[config.mk]
export PLATFORM = sky130hd
export DESIGN_NAME = dense_layer_seq
export DESIGN_NICKNAME = d
export VERILOG_FILES = /design/src/rtl/nn_parameters.sv /design/src/rtl/dense_mac_lane.sv /design/src/rtl/dense_layer_seq.sv
export SDC_FILE = /design/constraint.sdc
export NUM_CORES = 1
export LEC_CHECK = 0
export CORE_AREA = 2 2 351 353
export DETAILED_ROUTE_END_ITERATION = 16
export DIE_AREA = 0 0 353 355
export SYNTH_ARGS = -nofsm -noshare
export SYNTH_HDL_FRONTEND = slang
export SYNTH_SLANG_ARGS = --single-unit
[constraint.sdc]
create_clock -name clk -period 9.4 [get_ports clk]
set_clock_uncertainty 0.05 [all_clocks]
set_input_delay 1.88 -clock clk [delete_from_list [all_inputs] [get_ports clk]]
set_output_delay 1.88 -clock clk [all_outputs]
set_load 0.05 [all_outputs]
[src/rtl/nn_parameters.sv]
// Shared layer constants, FSM state type and output post-processing
// for the speech-recognition dense layers.
package nn_parameters;

    // Default sizes of the first dense layer in the pipeline
    localparam int unsigned IN_SIZE_1  = 16;
    localparam int unsigned OUT_SIZE_1 = 8;

    // Working width of the post-processing function; ACC_W must not exceed it
    localparam int unsigned SAT_W = 64;

    typedef enum logic [2:0] {
        IDLE,
        BIAS,
        MAC,
        ACT,
        DONE
    } dense_state_t;

    // Arithmetic shift, optional ReLU, then saturation to an out_w-bit signed range.
    // Callers truncate the result to out_w bits.
    function automatic logic signed [SAT_W-1:0] sat_shift(
        input logic signed [SAT_W-1:0] acc,
        input int unsigned             shift,
        input logic                    relu,
        input int unsigned             out_w
    );
        logic signed [SAT_W-1:0] y;
        logic signed [SAT_W-1:0] max_v;
        logic signed [SAT_W-1:0] min_v;
        y     = acc >>> shift;
        if (relu && y[SAT_W-1]) begin
            y = '0;
        end
        max_v = $signed({SAT_W{1'b1}} >> (SAT_W - out_w + 1));
        min_v = ~max_v;
        if (y > max_v) begin
            y = max_v;
        end else if (y < min_v) begin
            y = min_v;
        end
        return y;
    endfunction

endpackage

[src/rtl/dense_mac_lane.sv]
// One output neuron: accumulator loaded with the bias, one MAC per cycle,
// and a registered post-processed output that holds until the next ACT.
module dense_mac_lane
    import nn_parameters::*;
#(
    parameter int unsigned IN_W      = 32,
    parameter int unsigned W_W       = 16,
    parameter int unsigned ACC_W     = 48,
    parameter int unsigned OUT_W     = 48,
    parameter int unsigned OUT_SHIFT = 0,
    parameter int unsigned RELU_EN   = 1
) (
    input  logic                    clk,
    input  logic                    rst,
    input  logic                    init_en,
    input  logic                    mac_en,
    input  logic                    act_en,
    input  logic signed [W_W-1:0]   bias,
    input  logic signed [IN_W-1:0]  x,
    input  logic signed [W_W-1:0]   w,
    output logic signed [OUT_W-1:0] y
);

    logic signed [ACC_W-1:0]     acc;
    logic signed [IN_W+W_W-1:0]  prod;
    logic signed [OUT_W-1:0]     post;

    // Full-width signed product and post-processed accumulator value
    always_comb begin
        prod = (IN_W+W_W)'(x) * (IN_W+W_W)'(w);
        post = OUT_W'(sat_shift(SAT_W'(acc), OUT_SHIFT, RELU_EN != 0, OUT_W));
    end

    // Accumulator (bias load / MAC) and output register (loaded in ACT only)
    always_ff @(posedge clk) begin
        if (rst) begin
            acc <= '0;
            y   <= '0;
        end else begin
            if (init_en) begin
                acc <= ACC_W'(bias);
            end else if (mac_en) begin
                acc <= acc + ACC_W'(prod);
            end
            if (act_en) begin
                y <= post;
            end
        end
    end

endmodule

[src/rtl/dense_layer_seq.sv]
// Fully-connected layer with ReLU: captures one input vector, runs OUT_SIZE
// parallel MAC lanes over the inputs one element per cycle, then holds the
// result until the consumer accepts it. Weights and bias are constant ROMs
// given as packed parameter images (weight [i][j] at index i*OUT_SIZE+j).
module dense_layer_seq
    import nn_parameters::*;
#(
    parameter int unsigned IN_SIZE   = IN_SIZE_1,
    parameter int unsigned OUT_SIZE  = OUT_SIZE_1,
    parameter int unsigned IN_W      = 32,
    parameter int unsigned W_W       = 16,
    parameter int unsigned ACC_W     = 48,
    parameter int unsigned OUT_W     = 48,
    parameter int unsigned OUT_SHIFT = 0,
    parameter int unsigned RELU_EN   = 1,
    parameter logic [IN_SIZE*OUT_SIZE*W_W-1:0] W_INIT = '0,
    parameter logic [OUT_SIZE*W_W-1:0]         B_INIT = '0
) (
    input  logic                      clk,
    input  logic                      rst,
    input  logic                      in_valid,
    output logic                      in_ready,
    input  logic [IN_SIZE*IN_W-1:0]   in_vector,
    output logic                      out_valid,
    input  logic                      out_ready,
    output logic [OUT_SIZE*OUT_W-1:0] out_vector,
    output logic                      busy
);

    localparam int unsigned IDX_W = $clog2(IN_SIZE) + 1;
    localparam int unsigned AW    = (IN_SIZE > 1) ? $clog2(IN_SIZE) : 1;

    dense_state_t state;
    dense_state_t state_nxt;

    logic [IDX_W-1:0]       idx;
    logic [AW-1:0]          idx_a;
    logic                   accept;
    logic                   init_en;
    logic                   mac_en;
    logic                   act_en;
    logic signed [IN_W-1:0] x_reg [IN_SIZE];
    logic signed [IN_W-1:0] x_sel;
    logic signed [W_W-1:0]  w_sel [OUT_SIZE];

    assign idx_a = idx[AW-1:0];

    // State register
    always_ff @(posedge clk) begin
        if (rst) begin
            state <= IDLE;
        end else begin
            state <= state_nxt;
        end
    end

    // Next-state decode and per-state controls; out_valid is exactly "in DONE"
    always_comb begin
        state_nxt = state;
        in_ready  = 1'b0;
        busy      = 1'b1;
        out_valid = 1'b0;
        init_en   = 1'b0;
        mac_en    = 1'b0;
        act_en    = 1'b0;
        accept    = 1'b0;
        unique case (state)
            IDLE: begin
                in_ready = 1'b1;
                busy     = 1'b0;
                accept   = in_valid;
                if (in_valid) state_nxt = BIAS;
            end
            BIAS: begin
                init_en   = 1'b1;
                state_nxt = MAC;
            end
            MAC: begin
                mac_en = 1'b1;
                if (idx == IDX_W'(IN_SIZE - 1)) state_nxt = ACT;
            end
            ACT: begin
                act_en    = 1'b1;
                state_nxt = DONE;
            end
            DONE: begin
                out_valid = 1'b1;
                if (out_ready) state_nxt = IDLE;
            end
            default: state_nxt = IDLE;
        endcase
    end

    // Input capture on accept and element index sequencing
    always_ff @(posedge clk) begin
        if (rst) begin
            idx <= '0;
            for (int unsigned i = 0; i < IN_SIZE; i++) begin
                x_reg[i] <= '0;
            end
        end else begin
            if (accept) begin
                for (int unsigned i = 0; i < IN_SIZE; i++) begin
                    x_reg[i] <= in_vector[i*IN_W +: IN_W];
                end
            end
            if (init_en) begin
                idx <= '0;
            end else if (mac_en) begin
                idx <= idx + IDX_W'(1);
            end
        end
    end

    // Current input element and the matching weight row from the ROM image
    always_comb begin
        x_sel = x_reg[idx_a];
        for (int unsigned j = 0; j < OUT_SIZE; j++) begin
            w_sel[j] = W_INIT[(32'(idx_a) * OUT_SIZE + j) * W_W +: W_W];
        end
    end

    for (genvar j = 0; j < OUT_SIZE; j++) begin : g_lane
        dense_mac_lane #(
            .IN_W      (IN_W),
            .W_W       (W_W),
            .ACC_W     (ACC_W),
            .OUT_W     (OUT_W),
            .OUT_SHIFT (OUT_SHIFT),
            .RELU_EN   (RELU_EN)
        ) u_lane (
            .clk     (clk),
            .rst     (rst),
            .init_en (init_en),
            .mac_en  (mac_en),
            .act_en  (act_en),
            .bias    (B_INIT[j*W_W +: W_W]),
            .x       (x_sel),
            .w       (w_sel[j]),
            .y       (out_vector[j*OUT_W +: OUT_W])
        );
    end

endmodule

Word-level counts from Yosys, hierarchy flattened
Memory sizes are Yosys's and may differ from the RTL's. A register that Yosys moved wholly into a read port is not among the register bits.
Cells that the tools add are included.
{ "word_totals": {"input_bits": 516, "mem_bits_rw": 512, "regBits": 776, "elab_cells": 152, "memories": 1, "out_inout_bits": 387} }
{ "memory_table": {"columns": ["memory", "depth", "word_bits", "read_ports", "rd_ports_with_merged_regs", "write_ports", "line_no", "rtl"], "rows": [
  ["x_reg", 16, 32, 1, 1, 16, "dense_layer_seq.sv:42", "logic signed [IN_W-1:0] x_reg [IN_SIZE];"]
]} }
{ "op_classes": {"n_bitwise": 16, "n_mux": 58, "shifts": 8, "add_sub_neg": 16, "n_eq_ne": 8, "magnitude_cmp": 16, "mul": 8, "reduce_logical": 3} }
{ "op_table": {"columns": ["cell", "count"], "rows": [
  ["$shiftx 2048x13->16 const A", 7],
  ["$shiftx 2048x12->16 const A", 1],
  ["$mux 48", 16],
  ["$gt 64x48->1 const B", 8],
  ["$lt 64x48->1 const B", 8],
  ["$mux 32", 16],
  ["$add 48x48->48", 8],
  ["$mul 32x16->48", 8],
  ["$mux 47", 8],
  ["$add 7x3->8 const B", 4],
  ["$add 7x2->8 const B", 2],
  ["$or 1x1->1", 16],
  ["$pmux 3 s5", 1],
  ["$mux 1", 12],
  ["$mux 3", 3],
  ["$add 7x1->8 const B", 1],
  ["$mux 4", 2],
  ["$eq 3x2->1 const B", 2],
  ["$ne 2x2->1 const B", 3],
  ["$add 5x1->5 const B", 1],
  ["$eq 5x4->1 const B", 1],
  ["$eq 3x1->1 const B", 1],
  ["$eq 3x3->1 const B", 1],
  ["$logic_not 3->1", 1],
  ["other kinds (2)", 2]
]} }

Depth between registers and ports, before layout
{ "depth": {"ltp_word": 6, "mapped_depth": 6, "depth_no_buf": 6} }

By module
Synthesis repeated with hierarchy kept, for this count alone.
{ "hier_totals": {"cells_unflattened": 22115, "hier_area_um2": 206306.6} }
{ "modules_own_cells": {"columns": ["module", "area_each_um2", "cells_each", "seq_area_each_um2", "instances"], "rows": [
  ["dense_mac_lane (g_lane[3].u_lane ...)", 22839.4, 2565, 1901.8, 3],
  ["dense_mac_lane (g_lane[1].u_lane)", 23123.4, 2635, 1901.8, 1],
  ["dense_layer_seq", 23108.4, 1418, 15615.0, 1],
  ["dense_mac_lane (g_lane[0].u_lane)", 23054.6, 2625, 1901.8, 1],
  ["dense_mac_lane (g_lane[7].u_lane)", 22918.2, 2584, 1901.8, 1],
  ["dense_mac_lane (g_lane[2].u_lane)", 22829.4, 2587, 1901.8, 1],
  ["dense_mac_lane (g_lane[6].u_lane)", 22754.3, 2571, 1901.8, 1]
]} }

Worst setup path before layout
OpenSTA, ideal clock, no wires.
{ "synth_timing": {"path_type": "register to output", "start": "register g_lane[1].u_lane.y[25] (netlist name)", "end": "output port out_vector[100]", "n_path_buf": 1, "required_ns": 7.470, "slack_ns": -0.172, "arrival_ns": 7.642, "path_stages_with_launch": 2, "path_cell_list": "dfxtp_1 -> buf_4"} }
{ "synth_lines": {"columns": ["item", "line_no", "rtl"], "rows": [
  ["end, declared", "dense_layer_seq.sv:26", "output logic [OUT_SIZE*OUT_W-1:0] out_vector,"]
]} }

==> results.json <==
{
  "cts_tree": "yes",
  "cts-root-buf": "clkbuf_16",
  "p_sw_frac": 0.3354,
  "worstHoldPathType": "flop to flop",
  "area_delta_synth_final_pct": 89.52,
  "synth_cells": 450,
  "ios": 903,
  "fp.dieH_um": 355,
  "cts_sinks": 9,
  "globalRouteOverflowTotal": 0,
  "layout_commonest_cell": "clkdlybuf4s50_1",
  "tightest_slew_ns": 1.296,
  "drc_errors": 0,
  "core_um2": 121400,
  "die_x_um": 353,
  "most-common-layout-cells": "clkdlybuf4s50_1, conb_1, dfxtp_1",
  "cts_hold_buf": 0,
  "clk_pin_slew_ns": 0.04,
  "grt_pass1_vias": 1956,
  "dr.first_iter.drc_count": 46,
  "setup_viol": 0,
  "min_path_cells": 2,
  "grt_usage": 0.008102,
  "p_switching_mw": 0.05638,
  "initial_core_util": 0.02823,
  "grt_pass1_wl_mm": 9.121,
  "pre_cts_ws_ns": 4.483,
  "rrSetupSlack_ns": 7.84,
  "reg2reg_depth": 6,
  "p_comb_frac": 0.262,
  "finalHoldViolCount": 0,
  "cts_resized": 0,
  "diodes": 0,
  "drive_above_1_share": 0.01969,
  "ys_types": 31,
  "cp.required_ns": 7.47,
  "timing.fmax_ghz": 0.1948,
  "max-vdd-ir-drop_mv": 0.08102,
  "setup_slack_ns": 4.266,
  "powerDensity_nw_per_um2": 25.88,
  "post-route-period-util": 0.5462,
  "drv_cap": 0,
  "ys_seq_area_frac": 0.05257,
  "post_cts_buffers": 0,
  "first_pass_iters": 4,
  "arrival_ns": 3.20,
  "vias": 2144,
  "dp.cells": 2078,
  "postRouteAntennaNets": 0,
  "syn_area_um2": 3427,
  "dp.final_hpwl_mm": 5.016,
  "io_buffers": 382,
  "cts_htree_levels": 1,
  "end_kind": "output port",
  "fp-row-count": 128,
  "grt_max_degree": 170,
  "outcome": "finished, final reports clean",
  "fp.dieArea_um2": 125300,
  "synth_warnings": 0,
  "final_cells": 2082,
  "syn-mean-instance-area_um2": 7.616,
  "crit_fanout": 169,
  "yosys_register_bits": 9,
  "fill_cells": 14410,
  "nets": 976,
  "slew_viol_final": 0,
  "max-slew-margin-rel": 0.1358,
  "worstSetupPathType": "flop to output port",
  "insertion_delay_ns": 0.23,
  "grt_antenna_before_repair": 0,
  "viasPerCell": 1.030,
  "clock_path_buffers": 2,
  "tns_ns": 0,
  "fin_crit_ns": 5.134,
  "wl_mm": 6.949,
  "power_frac_clock": 0.447,
  "cp-start-kind": "flop",
  "cts_buffers": 3,
  "pwr-share-seq": 0.292,
  "internal_power_mw": 0.1117,
  "routedWlPerCell_um": 3.338,
  "p_leak_nw": 1.553,
  "rsz0062_at_grt": "no",
  "gp_congestion": 0.5809
}
==> per-stage QoR <==
stage | power, mW | util | hold slack (ns) | area, um^2
3_3_place_gp | 0.09415 | 0.05285 | 0.4405 | 6416
5_1_grt | 0.1754 | 0.05350 | 0.4951 | 6495
6_report | 0.1681 | 0.05350 | 0.4497 | 6495
4_1_cts | 0.1697 | 0.05350 | 0.4492 | 6495
3_5_place_dp | 0.09396 | 0.05285 | 0.4432 | 6416
2_1_floorplan | 0.08786 | - | 0.4217 | 3455
==> kinds of logic (layout without fill, tap and decap cells) <==
| logic type | count (synthesis) | in the layout | synth area share |
|---|---|---|---|
| compound gates | 20 | 20 | 0.03797 |
| simple gates | 22 | 22 | 0.03724 |
| xor+xnor | 1 | 1 | 0.002556 |
| buf+inv | 393 | 393 | 0.8554 |
| fa+ha+maj | 2 | 2 | 0.007301 |
| flops | 9 | 9 | 0.05257 |
| other cells | 1 | 8 | 0.001094 |
| mux | 2 | 2 | 0.005842 |
==> layer usage <==
layer	part of all wire	GRT usage	wire length, um
met5	0	0	0
met4	0.0024	0.001532	17
met3	0.15	0.002410	1039
met2	0.39	0.01379	2695
met1	0.46	0.01011	3196
==> flip-flops by register name, indices dropped and copies added (netlist names) <==
register,count
idx,5
g_lane.u_lane.y,1
state,3
==> cell usage after synthesis <==
master	instances	share of area
nand2b_1	2	0.0037
nor4b_1	1	0.0026
nand3_1	1	0.0015
a32oi_1	1	0.0026
dfxtp_1	9	0.053
nor2b_1	1	0.0018
nand4bb_1	1	0.0033
o221ai_1	1	0.0026
nand2_1	6	0.0066
ha_1	2	0.0073
a211oi_2	1	0.0037
buf_6	1	0.0033
mux2i_1	2	0.0058
or2_1	1	0.0018
nor3_4	1	0.0047
xnor2_1	1	0.0026
conb_1	1	0.0011
inv_2	1	0.0011
o21bai_1	2	0.0044
a21oi_1	7	0.010
nor3_1	2	0.0029
and3_1	1	0.0018
a22o_1	1	0.0026
buf_1	1	0.0011
buf_4	386	0.85
a311oi_1	1	0.0026
inv_1	4	0.0044
a21o_1	1	0.0022
o21ai_1	5	0.0073
nand3b_1	1	0.0022
nor2_1	4	0.0044
==> path summary, 6_finish.rpt <==
| check | start | to |
|---|---|---|
| setup / recovery | g_lane[1].u_lane.y[25] | out_vector[360] |
| setup reg to reg | idx[0] | state[2] |
| hold reg to reg | idx[4] | idx[4] |
| hold / removal | idx[4] | idx[4] |
==> power groups by stage <==
stage	registers [mW]	logic (mW)	clock network, mW
4_1_cts	0.0492	0.0444	0.0761
2_1_floorplan	0.0428	0.0451	0
5_1_grt	0.0501	0.0466	0.0788
3_3_place_gp	0.0497	0.0445	0
6_report	0.0490	0.0440	0.0751
3_5_place_dp	0.0498	0.0442	0
==> area by class of cell <==
type                            instances  area (um^2)  area share
Timing Repair Buffer                  384         3839      0.5910
Tap cell                             1625         2033      0.3130
Multi-Input combinational cell         55        341.6     0.05259
Sequential cell                         9        183.9     0.02832
Clock buffer                            4        78.83     0.01214
Inverter                                5        18.77    0.002890
==> critical path, cell delays in order, from the launching register on <==
cell and delay [ns]:
dfxtp_4 0.80, buf_4 1.03, clkdlybuf4s50_1 1.00
(Power assumes the default switching activity.)
